==> config.mk <==
export PLATFORM = sky130hd
export DESIGN_NAME = timer_counter_cmp
export DESIGN_NICKNAME = d
export VERILOG_FILES = /design/src/rtl/timer_counter_cmp.sv
export SDC_FILE = /design/constraint.sdc
export NUM_CORES = 1
export LEC_CHECK = 0
export CAP_MARGIN = 20
export CORE_ASPECT_RATIO = 2
export CORE_MARGIN = 2
export CORE_UTILIZATION = 52
export DETAILED_ROUTE_END_ITERATION = 16
export PLACE_DENSITY_LB_ADDON = 0.1
export SYNTH_ARGS = -nofsm -noshare
export SYNTH_HDL_FRONTEND = slang
export SYNTH_SLANG_ARGS = --single-unit
==> constraint.sdc <==
create_clock -name clk -period 2.9 [get_ports clk]
set_input_delay 0.29 -clock clk [delete_from_list [all_inputs] [get_ports clk]]
set_output_delay 0.29 -clock clk [all_outputs]
set_load 0.1 [all_outputs]
==> src/rtl/timer_counter_cmp.sv <==
// 64-bit timer counter with software-loadable halves, 64-bit compare and sticky maskable interrupt.
// Latency: cnt/cmp update one cycle after strobe/enable; int_st rises one cycle after cnt==cmp.
// Backpressure: none; strobes are accepted every cycle, writes override increment and disable-clear.
module timer_counter_cmp #(
  parameter logic [63:0] CNT_RST_VAL = 64'h0,
  parameter logic [63:0] CMP_RST_VAL = 64'hFFFF_FFFF_FFFF_FFFF
) (
  input  logic        clk,
  input  logic        rst_n,
  input  logic        cnt_en,
  input  logic        timer_en,
  input  logic        wr_cnt_lo,
  input  logic        wr_cnt_hi,
  input  logic        wr_cmp_lo,
  input  logic        wr_cmp_hi,
  input  logic [31:0] wdata,
  input  logic        int_en,
  input  logic        int_st_clr,
  output logic [63:0] cnt,
  output logic [63:0] cmp,
  output logic        int_st,
  output logic        tim_int
);

  logic        timer_en_d;
  logic        disable_evt;
  logic        cnt_wr;
  logic        cnt_inc;
  logic        match;
  logic [63:0] cnt_next;
  logic [63:0] cmp_next;

  // A 1->0 edge of timer_en clears the counter; cnt_en only counts while the timer is enabled.
  assign disable_evt = timer_en_d & ~timer_en;
  assign cnt_wr      = wr_cnt_lo | wr_cnt_hi;
  assign cnt_inc     = cnt_en & timer_en;

  // Match is taken from registered values so int_st lags the equality by exactly one cycle.
  assign match = (cnt == cmp);

  // Counter next-state: any half write freezes the whole 64 bits except the written half(s).
  always_comb begin
    cnt_next = cnt;
    if (cnt_wr) begin
      if (wr_cnt_lo) cnt_next[31:0]  = wdata;
      if (wr_cnt_hi) cnt_next[63:32] = wdata;
    end else if (disable_evt) begin
      cnt_next = CNT_RST_VAL;
    end else if (cnt_inc) begin
      cnt_next = cnt + 64'd1;
    end
  end

  // Compare next-state: each half loads independently, unaffected by timer_en.
  always_comb begin
    cmp_next = cmp;
    if (wr_cmp_lo) cmp_next[31:0]  = wdata;
    if (wr_cmp_hi) cmp_next[63:32] = wdata;
  end

  // Counter, compare and enable-history registers.
  always_ff @(posedge clk or negedge rst_n) begin
    if (!rst_n) begin
      cnt        <= CNT_RST_VAL;
      cmp        <= CMP_RST_VAL;
      timer_en_d <= 1'b0;
    end else begin
      cnt        <= cnt_next;
      cmp        <= cmp_next;
      timer_en_d <= timer_en;
    end
  end

  // Sticky status: a live match always re-asserts it, so a clear only lands once cnt moves off cmp.
  always_ff @(posedge clk or negedge rst_n) begin
    if (!rst_n) begin
      int_st <= 1'b0;
    end else if (match) begin
      int_st <= 1'b1;
    end else if (int_st_clr) begin
      int_st <= 1'b0;
    end
  end

  // Interrupt line is masked combinationally so int_en takes effect in the same cycle.
  assign tim_int = int_st & int_en;

endmodule

==> impl_results.md <==
* Worst setup margin at 0.397 ns
* Post-synth EDFFs at 0
* Largest net degree at the start of global routing at 52
* Crit Reg-Reg Startpoint: cnt[22]
* Global routing met1 resource utilization at 0.433
* Worst-case clock buffer depth at 2
* Final min period at 2.50 ns
* Finished Core Util at 0.695
* Crit. End Element: flip-flop
* Max_cap viols at 0
* Met2 Resource Use GR at 0.668
* Total die area at 0.0162 mm²
* Reg-to-reg setup timing slack at 0.40 ns
* VDD IR max at 585 µV
* GRT Total Usage at 0.391
* Final count of negative-setup-slack endpoints at 0
* CTS Buf Count at 17
* Number of detailed-route iterations in the first pass at 6
* Post-place setup slack at 0.399 ns
* Startpoint Class: flip-flop
* Vias in the first global route at 7855
* Max Slew Vio Count at 0
* Final instance area at 0.0103 mm²
* Final wirelength at 31700 µm
* # placed instances at 1159
* Int Power at 4.34 mW
* Switch share at 0.434
* Die span in x at 91.1 µm
* Share of layout cells above drive strength 1 at 0.366
* Syn Std Cell Area at 0.00789 mm²
* Initial antenna violation count at 0
* Worst Hold Class: in -> async
* Syn Inst Count at 812
* Chip height at 178 µm
* R2R Path End: cnt[40]
* Worst-Skew Late Latency at 0.43 ns
* WP data required at 3.24 ns
* Post-synthesis sequential area ratio at 0.422
* CP arrival at 2.84 ns
* Average wire per standard cell at 26.6 µm
* Clk pwr share at 0.309
* Gr ovfl total at 0
* Status: finished, final reports clean
* Unique masters post-synth at 63
* Avg Vias per Cell at 6.68
* Worst-path clk slew at 0.06 ns
* FMAX at 400 MHz
* DP Area at 0.00965 mm²
* P_leak at 4.09 nW
* Detailed placement HPWL at 23300 µm
* CTS root buf: clkbuf_16
* Residual DRC at 0
* Net Switching at 3.33 mW
* Floorplan core area at 0.0148 mm²
* Rows at 63
* GRT busiest layer: met2
* Max-slew headroom at 0.541
* Synth warn at 0
* Setup TNS at 0 ns
* Mapped Avg Cell Area at 9.72 µm²
* Final nets at 1027
* Htree depth at 4
* Max Clock Skew at 0.00556 ns
* CTS tree: built
* Syn Nets at 855
* Pwr dens at 744 mW/mm²
* Final Hold Fails at 0
* Met3 usage at 0.0646
* FFs w/ async S/R, synth at 1.00
* Area growth, synth to finish at 30.6%
* Final Cycle Share at 0.863
* Pwr Total at 7.66 mW
* Initial core utilization at 0.532
* CP max FO at 9
* Fillers at 1209
* Top Ports at 172
* Share of total power in sequential cells at 0.314
* Combinational power share at 0.377
* DR iter-0 viols at 694
* Final GP Congestion at 1.03
* DR vias at 7961
* #FFs+latches synth at 130
* # clock sinks at 130
* Hold WS at 0.435 ns
* RSZ-0062 raised after global routing: no
* N_diodes at 0
* DRT antenna net count at 0
* Worst reg2reg path depth at 5
* Synth Flop Type: dfrtp_1
* CP Class: reg -> reg
* Final Non-Filler Cells at 1192
* Worst Tran Pin Value at 0.682 ns
* I/O Buffers at 171
* Global-route wire length before repair at 47100 µm
==> routing by layer <==
layer  vias up  part of all wire
met3       137             0.067
met5         -                 0
met4         0             0.089
li1       3397                 -
met1      3934              0.34
met2       493              0.50
==> logic make-up (layout without fill, tap and decap cells) <==
| kind of cell | after synthesis | after routing | share of synthesized area |
|---|---|---|---|
| adders and majority gates | 1 | 1 | 0.00159 |
| and+or+nand+nor | 302 | 302 | 0.218 |
| xor gates and xnor gates | 64 | 64 | 0.0710 |
| AOI/OAI and AO/OA | 159 | 159 | 0.141 |
| DFF | 130 | 130 | 0.422 |
| buffers and inverters | 86 | 271 | 0.0460 |
| muxes | 70 | 70 | 0.0993 |
==> registers in the layout, summed over array words and instances (netlist names) <==
register and cells:
cmp 64, cnt 64, int_st 1, timer_en_d 1
==> layout make-up <==
| type | instances | area [µm²] | share of cell area |
|---|---|---|---|
| inverters | 16 | 60.1 | 0.00583 |
| well taps | 195 | 244 | 0.0237 |
| flip-flops and latches | 130 | 3330 | 0.324 |
| clock buffers | 23 | 498 | 0.0483 |
| clock inverters | 9 | 150 | 0.0146 |
| repair buffers | 223 | 1810 | 0.176 |
| multi-input cells | 596 | 4200 | 0.408 |
==> timing repair <==
action | CTS | global route
endpoints found under the setup margin | 0 | 0
setup buffers | 0 | 0
resized for setup | 0 | 0
hold buffers | 1 | 0
endpoints found under the hold margin | 22 | 0
==> cell usage after synthesis (4+ instances only) <==
| master | n | area share |
|---|---|---|
| inv_1 | 16 | 0.0076 |
| buf_2 | 18 | 0.011 |
| a31oi_1 | 8 | 0.0063 |
| clkbuf_2 | 5 | 0.0032 |
| o21ai_0 | 30 | 0.019 |
| xnor2_1 | 64 | 0.071 |
| a22o_1 | 6 | 0.0067 |
| a22oi_1 | 25 | 0.024 |
| or4_1 | 13 | 0.012 |
| or2_2 | 4 | 0.0032 |
| and2_1 | 5 | 0.0040 |
| clkbuf_1 | 36 | 0.017 |
| o311ai_0 | 11 | 0.012 |
| o211ai_1 | 19 | 0.018 |
| a32oi_1 | 8 | 0.0089 |
| o22ai_1 | 6 | 0.0048 |
| or3_1 | 19 | 0.015 |
| nand2_1 | 55 | 0.026 |
| nand3_1 | 56 | 0.036 |
| and3_1 | 11 | 0.0087 |
| mux2i_1 | 4 | 0.0051 |
| dfstp_2 | 64 | 0.21 |
| nor3_1 | 12 | 0.0076 |
| dfrtp_1 | 66 | 0.21 |
| mux2_2 | 66 | 0.094 |
| a21oi_1 | 19 | 0.012 |
| o2bb2ai_1 | 4 | 0.0044 |
| nand4_1 | 45 | 0.036 |
| nor2_1 | 38 | 0.018 |
| buf_1 | 9 | 0.0043 |
| nor4_1 | 21 | 0.017 |
==> placed cells by master, fill, tap and decap left out, types with 4 or more instances in the layout <==
master,instances
a21oi_1,17
a22o_1,6
a22oi_1,25
a31oi_1,8
a32oi_1,8
and2_1,5
and3_1,11
buf_4,179
bufinv_16,4
clkbuf_16,17
clkbuf_8,5
clkdlybuf4s50_1,40
dfrtp_1,65
dfstp_2,64
inv_1,16
mux2_2,66
mux2i_1,4
nand2_1,55
nand3_1,56
nand4_1,45
nor2_1,37
nor3_1,12
nor4_1,21
o211ai_1,19
o21ai_0,30
o22ai_1,6
o2bb2ai_1,4
o311ai_0,11
or2_2,4
or3_1,19
or4_1,13
xnor2_1,64
==> power groups by stage <==
| stage | Clock [mW] | Sequential (mW) | Combinational (mW) |
|---|---|---|---|
| 6_report | 2.37 | 2.41 | 2.89 |
| 3_5_place_dp | 0 | 2.42 | 2.86 |
| 3_3_place_gp | 0 | 2.41 | 2.84 |
| 5_1_grt | 2.45 | 2.43 | 2.97 |
| 2_1_floorplan | 0 | 3.79 | 0.669 |
| 4_1_cts | 2.38 | 2.40 | 2.88 |
==> worst max path at each step <==
stage,depth (start not counted),to,startpoint
detailed placement,7,cnt[42],timer_en
global placement,7,cnt[42],timer_en
global route,6,cnt[39],cnt[23]
finish,5,cnt[40],cnt[22]
floorplan,6,cnt[46],cnt[0]
CTS,6,cnt[46],cnt[1]
==> critical path, cell delays in order (launching register included) <==
cell,delay [ns]
dfrtp_1,0.55
nand4_4,0.24
nor4_1,0.56
nand4_2,0.31
or4_1,0.58
a32oi_1,0.17
(Power assumes the default switching activity.)
